`config.mk`:
```
export PLATFORM = sky130hd
export DESIGN_NAME = tmds_decoder_flat
export DESIGN_NICKNAME = d
export VERILOG_FILES = /design/src/rtl/tmds_decoder_if.sv /design/src/rtl/tmds_decoder.sv /design/src/flat_wrapper.sv
export SDC_FILE = /design/constraint.sdc
export NUM_CORES = 1
export LEC_CHECK = 0
export BUFFER_PORTS_ARGS = -buffer_cell sky130_fd_sc_hd__buf_2
export CELL_PAD_IN_SITES_DETAIL_PLACEMENT = 0
export CELL_PAD_IN_SITES_GLOBAL_PLACEMENT = 1
export CORE_MARGIN = 5
export CORE_UTILIZATION = 39
export CTS_CLUSTER_SIZE = 20
export DETAILED_ROUTE_END_ITERATION = 16
export HOLD_SLACK_MARGIN = 0.06
export PLACE_DENSITY = 0.78
export RECOVER_POWER = 100
export SLEW_MARGIN = 20
export SYNTH_ARGS = -nofsm -noshare
export SYNTH_HDL_FRONTEND = slang
export SYNTH_SLANG_ARGS = --single-unit
```
`constraint.sdc`:
```
create_clock -name i_clk -period 2.6 [get_ports i_clk]
set_input_delay 0.39 -clock i_clk [delete_from_list [all_inputs] [get_ports i_clk]]
set_output_delay 0.39 -clock i_clk [all_outputs]
set_load 0.01 [all_outputs]
```
`src/rtl/tmds_decoder_if.sv`:
```
// TMDS channel decoder bus: deserialized words in, decoded symbols and
// alignment status out. The source of raw words uses the master view; the
// decoder uses the slave view.
interface tmds_decoder_if;
    logic [9:0] i_raw;
    logic       i_raw_valid;
    logic [7:0] o_data;
    logic [1:0] o_ctrl;
    logic       o_de;
    logic       o_valid;
    logic       o_locked;
    logic [3:0] o_offset;

    modport master (
        output i_raw,
        output i_raw_valid,
        input  o_data,
        input  o_ctrl,
        input  o_de,
        input  o_valid,
        input  o_locked,
        input  o_offset
    );

    modport slave (
        input  i_raw,
        input  i_raw_valid,
        output o_data,
        output o_ctrl,
        output o_de,
        output o_valid,
        output o_locked,
        output o_offset
    );
endinterface

```
`src/rtl/tmds_decoder.sv`:
```
// Receive-side TMDS channel decoder. Bit-slips the 10-bit deserialized stream
// until control tokens line up, then decodes each aligned word into a pixel
// byte or a 2-bit control code through a two-stage pipeline.
module tmds_decoder #(
    parameter int SEARCH_WORDS = 2048,
    parameter int LOCK_TOKENS  = 8,
    parameter int LOSS_WORDS   = 4096
) (
    input  logic          i_clk,
    input  logic          i_rst,
    tmds_decoder_if.slave bus
);

    localparam int TOK_W  = $clog2(LOCK_TOKENS + 1);
    localparam int IDLE_W = $clog2(SEARCH_WORDS + 1);
    localparam int LOSS_W = $clog2(LOSS_WORDS + 1);

    localparam logic [TOK_W-1:0]  TOK_MAX  = TOK_W'(LOCK_TOKENS);
    localparam logic [IDLE_W-1:0] IDLE_MAX = IDLE_W'(SEARCH_WORDS);
    localparam logic [LOSS_W-1:0] LOSS_MAX = LOSS_W'(LOSS_WORDS);

    typedef enum logic [1:0] {
        ST_SEARCH = 2'd0,
        ST_SLIP   = 2'd1,
        ST_LOCKED = 2'd2
    } state_t;

    // Returns {hit, code}; hit=1 when the word is one of the four control tokens.
    function automatic logic [2:0] token_lookup(input logic [9:0] w);
        logic [2:0] r;
        case (w)
            10'b1101010100: r = 3'b100;
            10'b0010101011: r = 3'b101;
            10'b0101010100: r = 3'b110;
            10'b1010101011: r = 3'b111;
            default:        r = 3'b000;
        endcase
        return r;
    endfunction

    // Undo the optional inversion, then undo the XOR/XNOR transition chain.
    function automatic logic [7:0] tmds_data_decode(input logic [9:0] q);
        logic [7:0] d;
        logic [7:0] x;
        d = q[9] ? ~q[7:0] : q[7:0];
        x = d ^ {d[6:0], 1'b0};
        return q[8] ? x : (x ^ 8'hFE);
    endfunction

    state_t              state_q, state_d;
    logic [3:0]          offset_q, offset_d;
    logic [TOK_W-1:0]    tok_cnt_q, tok_cnt_d;
    logic [IDLE_W-1:0]   idle_cnt_q, idle_cnt_d;
    logic [LOSS_W-1:0]   loss_cnt_q, loss_cnt_d;
    logic [9:0]          prev_raw_q, prev_raw_d;
    logic [9:0]          s1_word_q, s1_word_d;
    logic                s1_valid_q, s1_valid_d;
    logic [7:0]          data_q, data_d;
    logic [1:0]          ctrl_q, ctrl_d;
    logic                de_q, de_d;
    logic                valid_q, valid_d;
    logic                locked_q, locked_d;

    logic [19:0]         cat_s;
    logic [9:0]          aligned_s;
    logic [2:0]          s1_tok_s;

    // The window uses the post-slip offset so the first word after a slip
    // is already aligned with the new offset against the existing prev_raw.
    assign cat_s     = {bus.i_raw, prev_raw_q};
    assign aligned_s = cat_s[offset_d +: 10];
    assign s1_tok_s  = token_lookup(s1_word_q);

    // Alignment FSM: token/idle/loss counting on valid stage-1 words.
    always_comb begin
        state_d    = state_q;
        offset_d   = offset_q;
        tok_cnt_d  = tok_cnt_q;
        idle_cnt_d = idle_cnt_q;
        loss_cnt_d = loss_cnt_q;
        case (state_q)
            ST_SEARCH: begin
                if (s1_valid_q) begin
                    if (s1_tok_s[2]) begin
                        idle_cnt_d = {IDLE_W{1'b0}};
                        if (tok_cnt_q != TOK_MAX) begin
                            tok_cnt_d = tok_cnt_q + TOK_W'(1);
                        end else begin
                            tok_cnt_d = tok_cnt_q;
                        end
                        if (tok_cnt_d == TOK_MAX) begin
                            state_d    = ST_LOCKED;
                            tok_cnt_d  = {TOK_W{1'b0}};
                            loss_cnt_d = {LOSS_W{1'b0}};
                        end else begin
                            state_d = ST_SEARCH;
                        end
                    end else begin
                        tok_cnt_d = {TOK_W{1'b0}};
                        if (idle_cnt_q != IDLE_MAX) begin
                            idle_cnt_d = idle_cnt_q + IDLE_W'(1);
                        end else begin
                            idle_cnt_d = idle_cnt_q;
                        end
                        if (idle_cnt_d == IDLE_MAX) begin
                            state_d = ST_SLIP;
                        end else begin
                            state_d = ST_SEARCH;
                        end
                    end
                end else begin
                    state_d = ST_SEARCH;
                end
            end
            ST_SLIP: begin
                offset_d   = (offset_q == 4'd9) ? 4'd0 : (offset_q + 4'd1);
                tok_cnt_d  = {TOK_W{1'b0}};
                idle_cnt_d = {IDLE_W{1'b0}};
                state_d    = ST_SEARCH;
            end
            ST_LOCKED: begin
                if (s1_valid_q) begin
                    if (s1_tok_s[2]) begin
                        loss_cnt_d = {LOSS_W{1'b0}};
                    end else begin
                        if (loss_cnt_q != LOSS_MAX) begin
                            loss_cnt_d = loss_cnt_q + LOSS_W'(1);
                        end else begin
                            loss_cnt_d = loss_cnt_q;
                        end
                        if (loss_cnt_d == LOSS_MAX) begin
                            state_d    = ST_SEARCH;
                            tok_cnt_d  = {TOK_W{1'b0}};
                            idle_cnt_d = {IDLE_W{1'b0}};
                            loss_cnt_d = {LOSS_W{1'b0}};
                        end else begin
                            state_d = ST_LOCKED;
                        end
                    end
                end else begin
                    state_d = ST_LOCKED;
                end
            end
            default: begin
                state_d    = ST_SEARCH;
                offset_d   = 4'd0;
                tok_cnt_d  = {TOK_W{1'b0}};
                idle_cnt_d = {IDLE_W{1'b0}};
                loss_cnt_d = {LOSS_W{1'b0}};
            end
        endcase
    end

    // Stage 1: capture the aligned word; the word landing as a slip starts is dropped.
    always_comb begin
        prev_raw_d = prev_raw_q;
        s1_word_d  = s1_word_q;
        s1_valid_d = bus.i_raw_valid && (state_d != ST_SLIP);
        if (bus.i_raw_valid) begin
            prev_raw_d = bus.i_raw;
            s1_word_d  = aligned_s;
        end else begin
            prev_raw_d = prev_raw_q;
            s1_word_d  = s1_word_q;
        end
    end

    // Stage 2: token detect and data decode; outputs hold across input gaps.
    always_comb begin
        data_d   = data_q;
        ctrl_d   = ctrl_q;
        de_d     = de_q;
        locked_d = (state_d == ST_LOCKED);
        valid_d  = s1_valid_q && locked_d;
        if (s1_valid_q) begin
            if (s1_tok_s[2]) begin
                de_d   = 1'b0;
                data_d = 8'h00;
                ctrl_d = s1_tok_s[1:0];
            end else begin
                de_d   = 1'b1;
                data_d = tmds_data_decode(s1_word_q);
                ctrl_d = ctrl_q;
            end
        end else begin
            de_d   = de_q;
            data_d = data_q;
            ctrl_d = ctrl_q;
        end
    end

    // State, counters and pipeline registers with synchronous reset.
    always_ff @(posedge i_clk) begin
        if (i_rst) begin
            state_q    <= ST_SEARCH;
            offset_q   <= 4'd0;
            tok_cnt_q  <= {TOK_W{1'b0}};
            idle_cnt_q <= {IDLE_W{1'b0}};
            loss_cnt_q <= {LOSS_W{1'b0}};
            prev_raw_q <= 10'd0;
            s1_word_q  <= 10'd0;
            s1_valid_q <= 1'b0;
            data_q     <= 8'h00;
            ctrl_q     <= 2'b00;
            de_q       <= 1'b0;
            valid_q    <= 1'b0;
            locked_q   <= 1'b0;
        end else begin
            state_q    <= state_d;
            offset_q   <= offset_d;
            tok_cnt_q  <= tok_cnt_d;
            idle_cnt_q <= idle_cnt_d;
            loss_cnt_q <= loss_cnt_d;
            prev_raw_q <= prev_raw_d;
            s1_word_q  <= s1_word_d;
            s1_valid_q <= s1_valid_d;
            data_q     <= data_d;
            ctrl_q     <= ctrl_d;
            de_q       <= de_d;
            valid_q    <= valid_d;
            locked_q   <= locked_d;
        end
    end

    assign bus.o_data   = data_q;
    assign bus.o_ctrl   = ctrl_q;
    assign bus.o_de     = de_q;
    assign bus.o_valid  = valid_q;
    assign bus.o_locked = locked_q;
    assign bus.o_offset = offset_q;

endmodule
```
`src/flat_wrapper.sv`:
```
// flat-port wrapper written by rule: the top's interface ports become plain ports
module tmds_decoder_flat 
#(
    parameter int SEARCH_WORDS = 2048,
    parameter int LOCK_TOKENS  = 8,
    parameter int LOSS_WORDS   = 4096
)
  (i_clk, i_rst, bus_i_raw, bus_i_raw_valid, bus_o_data, bus_o_ctrl, bus_o_de, bus_o_valid, bus_o_locked, bus_o_offset);
  tmds_decoder_if bus_i ();
  input  logic i_clk;
  input  logic i_rst;
  input wire logic [$bits(bus_i.i_raw)-1:0] bus_i_raw;
  input wire logic [$bits(bus_i.i_raw_valid)-1:0] bus_i_raw_valid;
  output wire logic [$bits(bus_i.o_data)-1:0] bus_o_data;
  output wire logic [$bits(bus_i.o_ctrl)-1:0] bus_o_ctrl;
  output wire logic [$bits(bus_i.o_de)-1:0] bus_o_de;
  output wire logic [$bits(bus_i.o_valid)-1:0] bus_o_valid;
  output wire logic [$bits(bus_i.o_locked)-1:0] bus_o_locked;
  output wire logic [$bits(bus_i.o_offset)-1:0] bus_o_offset;
  assign bus_i.i_raw = bus_i_raw;
  assign bus_i.i_raw_valid = bus_i_raw_valid;
  assign bus_o_data = bus_i.o_data;
  assign bus_o_ctrl = bus_i.o_ctrl;
  assign bus_o_de = bus_i.o_de;
  assign bus_o_valid = bus_i.o_valid;
  assign bus_o_locked = bus_i.o_locked;
  assign bus_o_offset = bus_i.o_offset;
  tmds_decoder #(.SEARCH_WORDS(SEARCH_WORDS), .LOCK_TOKENS(LOCK_TOKENS), .LOSS_WORDS(LOSS_WORDS)) u_core (.i_clk(i_clk), .i_rst(i_rst), .bus(bus_i));
endmodule
```
======== After elaboration in Yosys (flattened, before gate mapping) ========
Index checks and enable logic that the tools add are counted.
Widths: inputs -> output; s select.
storage, ports and cells
  bits in registers ....................... 69
  word-level logic and storage cells ...... 97
  output and inout bits ................... 17
  input port bits ......................... 13
operators by class
  equality and inequality tests ........... 21
  multiplexer cells ....................... 47
  reduce and logical (&&, ||, !) cells .... 7
  bitwise gates (word level) .............. 4
  shift operators ......................... 1
  add/subtract/negate cells ............... 4
operators with widths
  operator               number
  $mux 13                10
  $mux 12                9
  $mux 4                 11
  $pmux 13 s3            1
  $mux 8                 3
  $pmux 12 s2            1
  $eq 10x10->1 const B   2
  $shiftx 20x5->10       1
  $pmux 4 s2             2
  $add 13x1->13 const B  1
  $eq 13x13->1 const B   1
  $ne 13x13->1 const B   1
  $add 12x1->12 const B  1
  $eq 12x12->1 const B   1
  $mux 2                 6
  $ne 12x12->1 const B   1
  $ne 2x1->1 const B     6
  $pmux 3 s4             1
  $eq 10x8->1 const B    1
  $eq 10x9->1 const B    1
  $add 4x1->4 const B    2
  $eq 4x4->1 const B     2
  $not 8->8              1
  $xor 8x8->8            1
  other kinds (14)       17

======== Logic depth before layout (Yosys ltp) ========
Gate-level depths: netlist of the first run.
  depth after elaboration ................. 12
  mapped depth ............................ 11
  depth with buffers taken out ............ 9

======== Worst setup path after synthesis of the first run ========
No wires, ideal clock.
  kind .................................... register to register
  from .................................... register u_core.offset_q[1], in the netlist u_core.bus.o_offset[1]
  to ...................................... register u_core.s1_word_q[3]
  cell stages (with the launch flop) ...... 9
  buffers on the path ..................... 1
  clock period less this slack ............ 2544 ps
  slack ................................... 56 ps
  data required time ...................... 2521 ps
  library setup time ...................... 79 ps
  data arrival time ....................... 2464 ps
  path through ............................ dfxtp_1 -> inv_1 -> ha_1 -> and3b_1 -> o31ai_4 -> buf_6 -> mux2_2 -> a311o_1 -> a211oi_2
between the ends
  cells in the longest elaborated chain, start to end .. 4
  elaborated cells on any way between the ends .. 5
  those cells by class .................... add/sub: 1; eq/ne: 1; shift: 1; mux: 2
RTL lines
  item                                              RTL line             RTL
  start: declaration                                tmds_decoder.sv:51   logic [3:0] offset_q, offset_d;
  start signal: assignment                          tmds_decoder.sv:210  offset_q <= offset_d;
  $add 4x1->4 / $eq 4x4->1 (equally long branches)  tmds_decoder.sv:116  offset_d = (offset_q == 4'd9) ? 4'd0 : (offset_q + 4'd1);
  $mux 4                                            tmds_decoder.sv:116
  $pmux 4 s2 *                                      tmds_decoder.sv:81   case (state_q)
  $shiftx 20x5->10 *                                tmds_decoder.sv:71   assign aligned_s = cat_s[offset_d +: 10];
  end signal: assignment                            tmds_decoder.sv:215  s1_word_q <= s1_word_d;
  end: declaration                                  tmds_decoder.sv:56   logic [9:0] s1_word_q, s1_word_d;
Every way passes the cells marked *; elsewhere a longest branch is shown, timed or not.
A chain may end at the register's enable or synchronous reset.

======== Worst setup path in the final report of the first run ========
Same ends and word-level chain as after synthesis.

==> results.py, run 1 <==
metrics = {
    "status": {
        "outcome": "complete, no violations",
    },
    "synthesis": {
        "yosysSeqAreaShare_pct": 29.82,
        "synthArstFlopShare_pct": 0,
        "synth_edf_count": 0,
        "syn_inst": 577,
        "ys_ff_latch": 69,
        "avgSynthCellArea_um2": 8.028,
        "synth_warnings": 0,
        "synth_flop_cell": "dfxtp_1",
        "synth_fp_nets": 604,
        "ys_types": 72,
        "syn_area_um2": 4632,
    },
    "pwr": {
        "p_leak_uw": 0.002004,
        "vdd_drop_max_mv": 0.3682,
        "power_density_nw_per_um2": 521.7,
    },
    "final_layout": {
        "final_nets": 639,
        "area.growth.synth_to_final_pct": 16.13,
        "drive_gt1_share_pct": 14.91,
        "n_antenna_cell": 0,
    },
    "floorplanning": {
        "die_w_um": 119.0,
        "ioPinCount": 30,
        "die_area_um2": 14160,
        "die_y_um": 119.0,
        "start_util_pct": 40.22,
        "core_region_area_um2": 11520,
        "rows": 39,
    },
    "timing": {
        "fin_crit_ps": 2454,
        "post-route-period-util_pct": 94.37,
        "final_hold_viol_count": 0,
        "tns_ps": 0,
        "tightest_slew_ps": 880.3,
        "fin_skew_ps": 6.622,
        "drv_slew": 0,
        "setup_viol": 0,
        "rsz0062_at_grt": "true",
        "slew_headroom_pct": 41.31,
        "holdWs_ps": 335.4,
        "clock.fmax_mhz": 407.6,
    },
    "hold_path": {
        "hp-class": "input pin to flop",
        "holdPathEnd": "u_core.prev_raw_q[2]",
        "min_path_cells": 3,
        "hp-start": "bus_i_raw[2]",
    },
    "drt": {
        "drc": 0,
        "first_pass_iters": 4,
        "highest_layer": "met4",
        "via_count": 4352,
        "wl_per_cell_um": 15.74,
        "antenna_left": 0,
        "drt_wl_total_um": 11960,
        "wl_met1_um": 5595,
        "drt_iter0_drc": 215,
        "viasPerCell": 5.726,
        "route.met2.wl_um": 5727,
        "routed-wl-met3_um": 451,
    },
    "cts": {
        "cts_num_sinks": 69,
        "clockBufferDepth": 2,
        "root_buffer": "clkbuf_16",
        "insertion_delay_ps": 330,
        "cts_inserted_buffers": 9,
        "htreeDepth": 3,
        "cts_tree": "built",
        "clk_pin_slew_ps": 60,
    },
    "global_route": {
        "globalRouteOverflowTotal": 0,
        "grt_pass1_vias": 4186,
        "grt_pass1_wl_um": 20160,
        "antenna_found_initial": 0,
        "grt_max_degree": 31,
        "grt_usage_pct": 17.02,
    },
    "worst_setup_path": {
        "reg2reg_to": "u_core.s1_word_q[3]",
        "rr_startpoint": "u_core.bus.o_offset[1]",
        "arrival_ps": 2710,
        "critical_path_class": "flop to flop",
        "r2r_cells": 9,
        "path_max_fanout": 4,
        "worstSetupStartpointType": "flop",
        "required_ps": 2850,
        "rrSetupSlack_ps": 150,
        "cp-end-kind": "flop",
    },
    "place": {
        "hpwl_um": 8733,
        "io_buffers": 29,
        "place_congestion": 0.9030,
    },
    "flow_run": {
        "drv_cap": 0,
    },
}
-- placed cells by master, fill, tap and decap left out, drive strengths merged, types with 5 or more instances in the layout --
master and n:
a211oi 10, a21o 5, a21oi 42, a22oi 5, a31oi 6, and3 9
buf 49, clkbuf 31, dfxtp 69, ha 14, inv 21, mux2 5
mux2i 43, nand2 35, nand2b 10, nand3 35, nand3b 7, nand4 8
nor2 54, nor2b 8, nor3 21, nor4 6, o21ai 30, or3 10
xnor2 11, xor2 10
-- cell type report --
cell class              instances  area (um2)
clock buffers                  13       240.2
clock inverters                 3       46.29
fillers                      1148        6137
inverters                      21       78.83
multi-input cells             444        3024
flip-flops and latches         69        1385
well taps                     143       178.9
repair buffers                 67       425.4
-- cells in the mapped netlist, drive strengths merged, types with 7 or more instances --
cell / number / area [um2]
o21ai: 30 / 150.1
xor2: 10 / 87.58
ha: 14 / 175.2
inv: 21 / 78.83
buf: 20 / 106.4
nor3: 21 / 110.1
mux2i: 43 / 430.4
dfxtp: 69 / 1381
and3: 9 / 56.30
nand3b: 7 / 52.55
clkbuf: 23 / 86.33
nor2b: 8 / 50.05
xnor2: 11 / 96.34
a211oi: 10 / 80.07
nand4: 8 / 50.05
nand3: 35 / 175.2
a21oi: 42 / 210.2
or3: 10 / 62.56
nor2: 54 / 202.7
nand2b: 10 / 62.56
nand2: 35 / 131.4
-- metrics by stage --
step                      cells  total power, uW  utilization, %  setup WS, ps  instance area (um2)
after floorplan             577             1468               -         56.44                 4632
after global placement      741             1601           43.86         87.70                 5051
after detailed placement    741             1607           43.86         35.56                 5051
after CTS                   757             2836           46.35         25.97                 5338
after global routing        760             2940           46.71        -32.78                 5379
final                       760             2806           46.71         146.4                 5379
-- where the power goes --
group	internal [uW]	total, uW	switching, uW	leakage, uW
registers	1100	1150	43.3	0.000563
logic	184	435	251	0.00131
clock network	747	1220	478	0.000134
-- metal layers --
metal / GRT usage, % / up-vias
met4: 6.227 / 0
met1: 21.79 / 2069
met2: 28.58 / 91
met3: 3.128 / 16
met5: 0 / -
li1: - / 2176
-- flip-flops by register name, summed over array words and instances, names as in the netlist, 4 cells and up --
| signal | count |
|---|---|
| u_core.bus.o_offset | 4 |
| u_core.s1_word_q | 10 |
| u_core.bus.o_data | 8 |
| u_core.loss_cnt_q | 13 |
| u_core.prev_raw_q | 10 |
| u_core.idle_cnt_q | 12 |
| u_core.tok_cnt_q | 4 |
-- critical path, stage by stage, from the launching register on --
cell	delay (ps)
dfxtp_1	320
inv_1	50
ha_1	190
and3b_1	240
o32ai_4	370
buf_4	210
mux2i_1	120
mux2_2	300
a311o_1	370
a211oi_2	210
-- how the worst max path moves through the flow --
stage / start / end / slack (ps) / depth (start not counted)
after CTS: u_core.loss_cnt_q[0] / u_core.idle_cnt_q[0] / 30 / 10
after global routing: u_core.bus.o_offset[0] / u_core.s1_word_q[0] / -30 / 9
after global placement: u_core.bus.o_offset[1] / u_core.s1_word_q[9] / 90 / 10
after detailed placement: u_core.loss_cnt_q[0] / u_core.idle_cnt_q[0] / 40 / 10
after floorplan: u_core.bus.o_offset[1] / u_core.s1_word_q[3] / 60 / 8
final: u_core.bus.o_offset[1] / u_core.s1_word_q[3] / 150 / 9
-- cells by family after synthesis --
| group | count (synthesis) | synth area share [%] |
|---|---|---|
| muxes | 50 | 11.56 |
| adders and majority gates | 14 | 3.782 |
| DFF | 69 | 29.82 |
| AOI/OAI and AO/OA | 134 | 19.69 |
| xor gates and xnor gates | 21 | 3.971 |
| buffers and inverters | 64 | 5.862 |
| and+or+nand+nor | 225 | 25.31 |
-- timing repair --
item / in CTS / in global routing
setup endpoints to repair: 0 / 26
buffers inserted: 0 / 3
hold buffers: 0 / 0
gates resized for setup: 0 / 12
hold endpoints to repair: 0 / 0
Note: power is estimated with default switching activity, not from simulation.
==> run 2: changes to the inputs <==
==> constraint.sdc (replaced) <==
create_clock -name i_clk -period 2.5 [get_ports i_clk]
set_input_delay 0.375 -clock i_clk [delete_from_list [all_inputs] [get_ports i_clk]]
set_output_delay 0.375 -clock i_clk [all_outputs]
set_load 0.01 [all_outputs]
==> run 2 against run 1 <==
Compared with the run above: via count is 0.57% higher; setup slack worse by 62 ps; clock power increased by 11%; sequential power up 4%; maximum frequency increased by 1.6%; sequential cell count stayed put; die area did not move; first-iteration DRC count is 27% higher; critical endpoint unchanged; largest power group unchanged.
==> results.py, run 2 (synthesized netlist as in run 1, its figures left out) <==
metrics = {
    "status": {
        "outcome": "complete, no violations",
    },
    "cts": {
        "cts_inserted_buffers": 9,
        "cts_num_sinks": 69,
        "clockBufferDepth": 2,
        "root_buffer": "clkbuf_16",
        "insertion_delay_ps": 340,
        "hold_buffers": 0,
        "htreeDepth": 3,
        "cts_tree": "built",
        "clk_pin_slew_ps": 50,
    },
    "drt": {
        "antenna_left": 0,
        "drt_iter0_drc": 272,
        "drt_wl_total_um": 12230,
        "first_pass_iters": 4,
        "viasPerCell": 5.655,
        "via_count": 4377,
        "drc": 0,
        "wl_per_cell_um": 15.80,
    },
    "pwr": {
        "power_uw": 3029,
        "vdd_drop_max_mv": 0.4269,
        "intPower_uw": 2232,
        "switching_share_pct": 26.31,
        "power.switching_uw": 796.8,
        "clockPowerShare_pct": 44.5,
        "power_density_nw_per_um2": 537.8,
        "p_leak_uw": 0.002146,
        "seq_power_share_pct": 39.5,
        "combPwrFrac_pct": 16.0,
    },
    "timing": {
        "tns_ps": 0,
        "fin_crit_ps": 2416,
        "fin_skew_ps": 9.345,
        "clock.fmax_mhz": 414.0,
        "setup_viol": 0,
        "slew_headroom_pct": 71.09,
        "tightest_slew_ps": 429.6,
        "post-route-period-util_pct": 96.62,
        "rsz0062_at_grt": "true",
        "drv_slew": 0,
        "final_hold_viol_count": 0,
    },
    "final_layout": {
        "drive_gt1_share_pct": 20.29,
        "top_regs": "u_core.loss_cnt_q: 13 flops, u_core.idle_cnt_q: 12 flops",
        "layout_common_cells": "dfxtp_1, nor2_1, buf_4",
        "area.growth.synth_to_final_pct": 21.58,
        "layout_commonest_cell": "dfxtp_1",
        "fin_util_pct": 48.90,
        "largest_reg_flops": 13,
        "final_nets": 653,
        "n_antenna_cell": 0,
        "largest-register": "u_core.loss_cnt_q",
    },
    "floorplanning": {
        "die_w_um": 119.0,
        "ioPinCount": 30,
        "core_region_area_um2": 11520,
        "die_area_um2": 14160,
        "die_y_um": 119.0,
        "rows": 39,
        "start_util_pct": 40.22,
    },
    "worst_setup_path": {
        "reg2reg_to": "u_core.s1_word_q[3]",
        "cp_num_buf_inv": 2,
        "rrSetupSlack_ps": 80,
        "critical_path.cell_chain": "inv_2, ha_4, and3b_2, o32ai_4, buf_6, mux2i_2, mux2_2, a311o_1, a211oi_2",
        "cp-end-kind": "flop",
        "worst_path_dominant_cell_family": "compound AO/OA/AOI/OAI gates",
        "worstSetupStartpointType": "flop",
        "r2r_cells": 9,
        "required_ps": 2750,
        "path_max_fanout": 7,
        "cp_slowest_cell": "o32ai_4",
        "arrival_ps": 2670,
        "critical_path_class": "flop to flop",
        "cpPeakStageDelay_ps": 380,
        "rr_startpoint": "u_core.bus.o_offset[1]",
    },
    "global_route": {
        "globalRouteOverflowTotal": 0,
        "grt_usage_pct": 16.78,
        "grt_pass1_vias": 4184,
        "grt_pass1_wl_um": 19760,
        "grt_max_degree": 32,
        "antenna_found_initial": 0,
    },
    "place": {
        "hpwl_um": 8727,
        "place_congestion": 0.8975,
        "io_buffers": 29,
    },
    "hold_path": {
        "min_path_cells": 3,
        "hp-class": "input pin to flop",
        "holdPathEnd": "u_core.prev_raw_q[8]",
        "hp-start": "bus_i_raw[8]",
    },
    "flow_run": {
        "drv_cap": 0,
    },
}
## run 2: cell count changes in the layout (fill, tap and decap cells not counted), sizes merged
cell and change:
buf +18, bufinv +1, clkbuf -6, clkinv +2
clkinvlp -1
## run 2: worst max path at each step
stage | from | endpoint | slack (ps) | cells past startpoint
after global routing | u_core.loss_cnt_q[0] | u_core.idle_cnt_q[1] | -80 | 10
after detailed placement | u_core.bus.o_offset[1] | u_core.s1_word_q[9] | -60 | 10
after global placement | u_core.bus.o_offset[1] | u_core.s1_word_q[5] | 40 | 10
after floorplan | u_core.bus.o_offset[1] | u_core.s1_word_q[3] | 1 | 8
final | u_core.bus.o_offset[1] | u_core.s1_word_q[3] | 80 | 9
after CTS | u_core.bus.o_offset[1] | u_core.s1_word_q[9] | -10 | 10
## run 2: power by group through the flow
| stage | Sequential, uW | Combinational (uW) | Clock [uW] |
|---|---|---|---|
| 5_1_grt | 1200 | 541 | 1430 |
| 3_5_place_dp | 1220 | 464 | 0 |
| 4_1_cts | 1190 | 465 | 1390 |
| 2_1_floorplan | 1210 | 314 | 0 |
| 3_3_place_gp | 1210 | 459 | 0 |
| 6_report | 1200 | 486 | 1350 |
## run 2: metrics by stage
step	setup WS [ps]	hold WS, ps	instance area [um2]	instances
after global placement	40.88	440.5	5104	748
final	84.43	328.7	5632	774
after global routing	-84.35	335.0	5632	774
after CTS	-10.58	318.0	5421	764
after floorplan	1.108	457.3	4632	577
after detailed placement	-61.00	449.2	5104	748
## run 2: tightest hold or removal path, delay by kind of cell
kind | cells | cell delay (ps)
multiplexers | 1 | 70
AND/OR/NAND/NOR | 1 | 70
buffers and inverters | 1 | 110
## run 2: what timing repair did
action                                  4_1_cts  5_1_grt
pin swaps                                     0       13
gates resized for setup                       3       37
endpoints found under the setup margin        5       32
buffers inserted                              0       10
## run 2: final cells by class
class	count	area, um2
clock inverter	5	75.07
sequential	69	1389
timing repair buffer	81	550.5
inverter	21	78.83
multi-input combinational	444	3127
clock buffer	11	232.7
fill	1125	5884
tap	143	178.9
## run 2: per-layer routing
| metal | track usage [%] | wire length [um] | vias to the layer above |
|---|---|---|---|
| met5 | 0 | 0 | - |
| li1 | - | - | 2202 |
| met2 | 28.93 | 6146 | 66 |
| met3 | 4.076 | 387 | 15 |
| met4 | 6.155 | 181 | 0 |
| met1 | 20.26 | 5511 | 2094 |
